$ cat config.mk
export PLATFORM = sky130hd
export DESIGN_NAME = wash_phase_timer
export DESIGN_NICKNAME = d
export VERILOG_FILES = /design/src/rtl/wash_phase_timer.sv
export SDC_FILE = /design/constraint.sdc
export NUM_CORES = 1
export LEC_CHECK = 0
export CAP_MARGIN = 20
export CORE_ASPECT_RATIO = 1.25
export CORE_MARGIN = 5
export CORE_UTILIZATION = 50
export CTS_BUF_LIST = sky130_fd_sc_hd__clkbuf_8
export DETAILED_ROUTE_END_ITERATION = 7
export PLACE_DENSITY = 0.72
export RECOVER_POWER = 50
export SETUP_SLACK_MARGIN = 0.2
export SLEW_MARGIN = 10
export SYNTH_ARGS = -nofsm -noshare
export SYNTH_HDL_FRONTEND = slang
export SYNTH_SLANG_ARGS = --single-unit
export TNS_END_PERCENT = 100
$ cat constraint.sdc
create_clock -name clk -period 3 [get_ports clk]
set_input_delay 0.3 -clock clk [delete_from_list [all_inputs] [get_ports clk]]
set_output_delay 0.3 -clock clk [all_outputs]
set_load 0.005 [all_outputs]
$ cat src/rtl/wash_phase_timer.sv
// Phase-duration timer for the washing-machine controller: turns level phase
// requests into one-cycle completion pulses after a programmed number of minutes.
module wash_phase_timer #(
    parameter int unsigned TICKS_PER_MIN = 32'd3000000000,
    parameter int unsigned FILL_MIN      = 2,
    parameter int unsigned WASH_MIN      = 5,
    parameter int unsigned RINSE_MIN     = 2,
    parameter int unsigned SPIN_MIN      = 1
) (
    input  logic       clk,
    input  logic       rst,
    input  logic       soft_rst_n,
    input  logic       start_Filling,
    input  logic       start_washing,
    input  logic       start_Rinsing,
    input  logic       start_spining,
    input  logic       timer_pause,
    output logic       Filling_water_done,
    output logic       Washing_done,
    output logic       Rinsing_done,
    output logic       spining_done,
    output logic [2:0] phase,
    output logic [7:0] min_left,
    output logic       busy
);

    localparam int unsigned PW = 32;
    localparam int unsigned MW = 8;
    localparam int unsigned DW = 4;
    localparam logic [PW-1:0] TICK_LAST = PW'(TICKS_PER_MIN - 1);

    typedef enum logic [2:0] {
        PH_IDLE  = 3'd0,
        PH_FILL  = 3'd1,
        PH_WASH  = 3'd2,
        PH_RINSE = 3'd3,
        PH_SPIN  = 3'd4
    } phase_e;

    phase_e          phase_q, phase_d, phase_sel_c;
    logic [PW-1:0]   presc_q, presc_d;
    logic [MW-1:0]   min_cnt_q, min_cnt_d;
    logic [MW-1:0]   min_left_q, min_left_d;
    logic            fired_q, fired_d;
    logic            busy_q, busy_d;
    logic [DW-1:0]   done_q, done_d;

    // Programmed duration of a phase in minutes; idle has none.
    function automatic logic [MW-1:0] dur_of(input phase_e p);
        case (p)
            PH_FILL:  dur_of = MW'(FILL_MIN);
            PH_WASH:  dur_of = MW'(WASH_MIN);
            PH_RINSE: dur_of = MW'(RINSE_MIN);
            PH_SPIN:  dur_of = MW'(SPIN_MIN);
            default:  dur_of = '0;
        endcase
    endfunction

    // Fixed priority so overlapping requests resolve to the later phase.
    always_comb begin
        phase_sel_c = PH_IDLE;
        if (start_spining) begin
            phase_sel_c = PH_SPIN;
        end else if (start_Rinsing) begin
            phase_sel_c = PH_RINSE;
        end else if (start_washing) begin
            phase_sel_c = PH_WASH;
        end else if (start_Filling) begin
            phase_sel_c = PH_FILL;
        end
    end

    always_ff @(posedge clk or posedge rst) begin
        if (rst) begin
            phase_q    <= PH_IDLE;
            presc_q    <= '0;
            min_cnt_q  <= '0;
            min_left_q <= '0;
            fired_q    <= 1'b0;
            busy_q     <= 1'b0;
            done_q     <= '0;
        end else begin
            phase_q    <= phase_d;
            presc_q    <= presc_d;
            min_cnt_q  <= min_cnt_d;
            min_left_q <= min_left_d;
            fired_q    <= fired_d;
            busy_q     <= busy_d;
            done_q     <= done_d;
        end
    end

    // Phase change beats soft clear, which beats pause and counting.
    always_comb begin
        phase_d   = phase_q;
        presc_d   = presc_q;
        min_cnt_d = min_cnt_q;
        fired_d   = fired_q;
        done_d    = '0;

        if (phase_sel_c != phase_q) begin
            phase_d   = phase_sel_c;
            presc_d   = '0;
            min_cnt_d = '0;
            fired_d   = 1'b0;
        end else if (!soft_rst_n) begin
            presc_d   = '0;
            min_cnt_d = '0;
            fired_d   = 1'b0;
        end else if (phase_q != PH_IDLE && !timer_pause && !fired_q) begin
            if (presc_q == TICK_LAST) begin
                presc_d   = '0;
                min_cnt_d = min_cnt_q + MW'(1);
                if (min_cnt_d == dur_of(phase_q)) begin
                    fired_d = 1'b1;
                    case (phase_q)
                        PH_FILL:  done_d = DW'(4'b0001);
                        PH_WASH:  done_d = DW'(4'b0010);
                        PH_RINSE: done_d = DW'(4'b0100);
                        PH_SPIN:  done_d = DW'(4'b1000);
                        default:  done_d = '0;
                    endcase
                end
            end else begin
                presc_d = presc_q + PW'(1);
            end
        end

        min_left_d = dur_of(phase_d) - min_cnt_d;
        busy_d     = (phase_d != PH_IDLE);
    end

    assign phase              = phase_q;
    assign min_left           = min_left_q;
    assign busy               = busy_q;
    assign Filling_water_done = done_q[0];
    assign Washing_done       = done_q[1];
    assign Rinsing_done       = done_q[2];
    assign spining_done       = done_q[3];

endmodule

* Word-level counts from Yosys, hierarchy flattened *
Index checks and enable logic that the tools add are counted.

word-level totals
  input bits = 8
  register bits = 57
  word-level logic and storage cells = 63
  memory bits (read-only) = 0
  latch bits = 0
  bits in writable memories = 0
  memories kept = 0
  output and inout bits = 16

operators by class
  bitwise logic cells = 0
  $add $sub $neg = 3
  div/mod/pow operators = 0
  equal/unequal tests = 14
  multipliers = 0
  reduce and logical (&&, ||, !) cells = 9
  order comparisons = 0
  shift operators = 0
  muxes and demuxes = 30

operators by type and width
  operator                                               number
  two-way mux 32 bit                                     4
  two-way mux 8 bit                                      8
  adder 32 x 1 -> 32 bit, second input constant          1
  == test 32 bit, second input constant                  1
  two-way mux 4 bit                                      5
  case mux 3 bit (3 select lines)                        2
  case mux 4 bit (4 select lines)                        1
  == test 3 x 2 -> 1 bit, second input constant          4
  inequality test 3 x 1 -> 1 bit, second input constant  3
  adder 8 x 1 -> 8 bit, second input constant            1
  == test 8 bit                                          1
  subtractor 8 bit                                       1
  == test 3 x 1 -> 1 bit, second input constant          2
  == test 3 bit, second input constant                   2
  two-way mux 1 bit                                      6
  two-way mux 3 bit                                      2
  nonzero test 3 bit                                     2
  two-way mux 2 bit                                      2
  OR reduction 2 bit                                     2
  inequality test 3 bit                                  1
  AND reduction 3 bit                                    1
  logical AND 1 bit                                      2
  zero test 1 bit                                        2

* Depth between registers and ports, before layout *
  depth after elaboration = 13
  depth in mapped cells = 13
  gate-level depth less buffers = 12

* Least setup slack after synthesis *
OpenSTA, ideal clock, no wires.

  kind = reg-to-reg
  start = register phase_q[0] (netlist: phase[0])
  end = register min_left_q[7] (netlist: min_left[7])
  required time = 2.874 ns
  data arrival time = 3.225 ns
  setup slack = -0.351 ns
  path buffers = 2
  stages on the path, launching flop included = 13
  library setup time = 0.126 ns
  clock period less this slack = 3.351 ns
  cells stage by stage = dfrtp_1 > buf_2 > nor3_1 > or3_2 > buf_2 > nor4_1 > nand2_1 > xor2_1 > nand2b_1 > ha_1 > a21oi_1 > or4b_1 > xor2_1

on the way
  word-level cells in the longest chain between the ends = 7
  elaborated cells between the ends (all ways) = 15
  those cells by class = add/sub: 1; eq/ne: 5; mux: 5; reduce/logical: 4

ends and longest elaborated chain
  element                                                        RTL line  source
  from (decl)                                                    40        phase_e phase_q, phase_d, phase_sel_c;
  from (signal assigned)                                         83        phase_q <= phase_d;
  branches (longest 6 deep; another with inequality test 3 bit)  -
  subtractor 8 bit (*)                                           129       min_left_d = dur_of(phase_d) - min_cnt_d;
  net min_left_d[7]                                              43        logic [MW-1:0] min_left_q, min_left_d;
  to (signal assigned)                                           86        min_left_q <= min_left_d;
  to (decl)                                                      43

Mark *: on every way through the listed nets, which the timed path passes.
A chain may end at the register's enable or synchronous reset.

* Worst setup path in the final report *
  start = input port start_washing
  end = register min_left_q[7] (netlist: min_left[7])

on the way
  word-level cells in the longest chain between the ends = 9
  elaborated cells between the ends (all ways) = 13
  those cells by class = add/sub: 1; eq/ne: 5; mux: 6; reduce/logical: 1

ends and longest elaborated chain
  element                                                           RTL line  source
  from (decl)                                                       14        input logic start_washing,
  two-way mux 2 bit (*)                                             66        end else if (start_washing) begin
  two-way mux 2 bit (*)                                             64        end else if (start_Rinsing) begin
  two-way mux 3 bit (*)                                             62        if (start_spining) begin
  inequality test 3 bit                                             101       if (phase_sel_c != phase_q) begin
  two-way mux 3 bit                                                 101
  == test 3 x 2 -> 1 bit or == test 3 x 1 -> 1 bit (tied branches)  50        case (p)
  OR reduction 2 bit (no line)                                      -
  case mux 3 bit (3 select lines)                                   50
  subtractor 8 bit (*)                                              129
  net min_left_d[7]                                                 43

The timed path passes the listed nets; every way through them passes the cells marked *.

==> impl_results.md <==
- Fin util: about 68%
- Hold_ws: 0.4965 ns
- Slew margin rel.: 7.109%
- Worst hold path endpoint: fired_q
- Final period util: 98.83%
- WP data arrival: ~3.2 ns
- Leak Pwr: 0.001717 uW
- Global-route wire length before repair: 11850 um
- Worst setup EP type: flop
- Area of the die: roughly 7600 um^2
- Clock sink count: 57
- Final ANT Viol Nets: 0
- Worst Hold Path Cells: 2
- Root cell of the clock tree: clkbuf_8
- Largest net degree at the start of global routing: 58
- Hold buffer count at CTS: 0
- Die width: a little under 80 um
- Max Fclk: between 300 and 400 MHz
- Internal power: 1316 uW
- Worst-case reg-to-reg path depth: 11
- Post-synthesis cell count: 313
- DP Area: 3665 um^2
- Post-Syn Nets: 327
- Area growth, synth to finish: 31.67%
- Longest Clk Path Bufs: 2
- Initial core utilization: 51.40%
- Total GRT Usage: 20.46%
- Yosys reg bits: 57
- Number of diodes: 0
- DRT Wirelength: 6875 um
- R2r startpoint: presc_q[16]
- Cell variety after synth: 45
- Placer Congestion: 0.8488
- Clock Latency Late Sink: 0.35 ns
- Die H: 96.47 um
- Min-Delay Path Class: flop to flop
- Least-Margin Pin Slew: 1.393 ns
- # nets final: 400
- Total congestion overflow: 0
- Worst Skew: 0.01078 ns
- First drt pass iteration count: 4
- Share of layout cells above drive strength 1: 20.46%
- Switch Pwr: 420.2 uW
- Startpoint types: primary input
- Clock share of power: a little under half
- R2r setup slk: 0.04 ns
- Worst Path Required: 3.23 ns
- Yosys warnings: 0
- Final critical-path setup slack: 0.03520 ns
- Fin area: roughly 3900 um^2
- R2R Path End: min_left[7]
- Core Box Area: 5818 um^2
- DRC Markers: 0
- Mapped Avg Cell Area: 9.554 um^2
- Num CTS Buffers: 9
- Unrepaired setup endpoints after global routing: yes
- Slew Limit Fails: 0
- CP max FO: 4
- Most common cell after layout, fill and taps aside: dfrtp_1
- Vias: 2498
- Final Power: roughly 1700 uW
- Logic pwr share: 7.5%
- Ys async rst share: 100.0%
- Post-Syn Area: approximately 3000 um^2
- Maximum VDD drop: 0.3494 mV
- Post-synth EDFFs: 0
- Max-Cap Viols: 0
- CTS clk-pin slew, worst paths: 0.08 ns
- PD cells: 440.8 nW/um^2
- Final hold vios: 0
- H-tree depth: 3
- DP Worst Slack: -0.2355 ns
- Final HPWL DP: 4814 um
- Wire per inst: roughly 15 um
- Initial antenna violation count: 0
- Critical path class: primary input to flop
- Run status: finished, final reports clean
- Seq/Total Area, Yosys: 47.70%
- Number of DRC markers in iteration 0: 104
- Sw Share: 24.21%
- Power share of the sequential group: 45.1%
- Most used DFF post-synth: dfrtp_1
- Vias/cell: 5.466
- IO Count: 24
- Final setup fails: 0
- Most frequent cells in the layout: dfrtp_1 (57), nor2_1 (45), buf_4 (44)
- Post-route minimum period: 2.965 ns
- FP Rows: 31
- Number of global-route vias before repair: 2502
- CTS tree: built
- Min-delay src: fired_q
- I/O Buffers: 23
## worst max path at each step
stage                       end  cells after the start     startpoint
global placement    min_left[7]                     10  start_spining
CTS                 min_left[7]                      9    presc_q[15]
global route        min_left[7]                     11    presc_q[16]
detailed placement  min_left[7]                     10  start_spining
finish              min_left[7]                     10  start_washing
floorplan           min_left[7]                     12       phase[0]
## layout make-up
| class | instances | area [um^2] |
|---|---|---|
| Inverter | 9 | 33.78 |
| Timing Repair Buffer | 71 | 584.3 |
| Clock buffer | 9 | 123.9 |
| Clock inverter | 7 | 103.9 |
| Multi-Input combinational cell | 238 | 1583 |
| Tap cell | 66 | 82.58 |
| Sequential cell | 57 | 1426 |
| Fill cell | 463 | 1881 |
## metal layers
metal	track usage, %	share of wire, %
met5	0	0
met3	3.247	2.0
met1	25.19	45
met2	34.06	50
met4	12.03	2.6
## kinds of logic (layout without fill, tap and decap cells)
logic type / after synthesis / after routing / share of synthesized area (%)
AOI/OAI and AO/OA: 34 / 34 / 7.197
xor gates and xnor gates: 44 / 44 / 12.89
DFF: 57 / 57 / 47.70
muxes: 2 / 2 / 0.7113
adders and majority gates: 6 / 6 / 2.762
and+or+nand+nor: 152 / 152 / 26.36
buffers and inverters: 18 / 96 / 2.385
## cells in the mapped netlist (all sizes together) (3+ instances only)
master | instances | area share, %
nor4b | 3 | 0.88
nand2b | 4 | 0.84
ha | 5 | 2.1
nor4bb | 3 | 1.0
inv | 9 | 1.1
o21ai | 8 | 1.3
buf | 3 | 0.50
dfrtp | 57 | 48
xor2 | 26 | 7.6
nand2 | 29 | 3.6
or3 | 5 | 1.1
clkbuf | 6 | 0.75
xnor2 | 18 | 5.3
nand4 | 11 | 2.3
a21oi | 13 | 2.3
or4 | 4 | 1.1
and3 | 9 | 1.9
nor2 | 45 | 5.6
nor4 | 7 | 1.5
and2 | 3 | 0.63
nor3 | 11 | 1.8
nand3 | 9 | 1.5
## critical path, stage by stage
cell           delay (ns)
dlygate4sd3_1        0.58
or4_1                0.52
a21oi_1              0.20
o2111a_1             0.40
nand2b_4             0.10
ha_4                 0.27
a21o_1               0.12
a21oi_2              0.06
or4b_1               0.48
xor2_1               0.17
## power by group through the flow
stage | Sequential (uW) | Combinational (uW) | Clock (uW)
final | 782 | 130 | 823
after CTS | 782 | 137 | 838
after global placement | 797 | 129 | 0
after global routing | 784 | 146 | 870
after detailed placement | 797 | 131 | 0
after floorplan | 799 | 63.1 | 0
## what timing repair did
item                       CTS  global route
buffers inserted             4             0
resized for setup            6             0
setup endpoints to repair    5             6
pin swaps                    5             5
## flip-flops by register name, indices dropped and copies added, names as in the netlist
signal,cells
busy,1
phase,3
done_q,4
min_left,8
min_cnt_q,8
fired_q,1
presc_q,32
## through the flow
step           instances  TNS, ns
3_5_place_dp         437  -0.4941
5_1_grt              457  -0.1865
3_3_place_gp         437  -0.1359
4_1_cts              457        0
2_1_floorplan        313        0
6_report             457        0
Power figures use the tool's default switching activity.
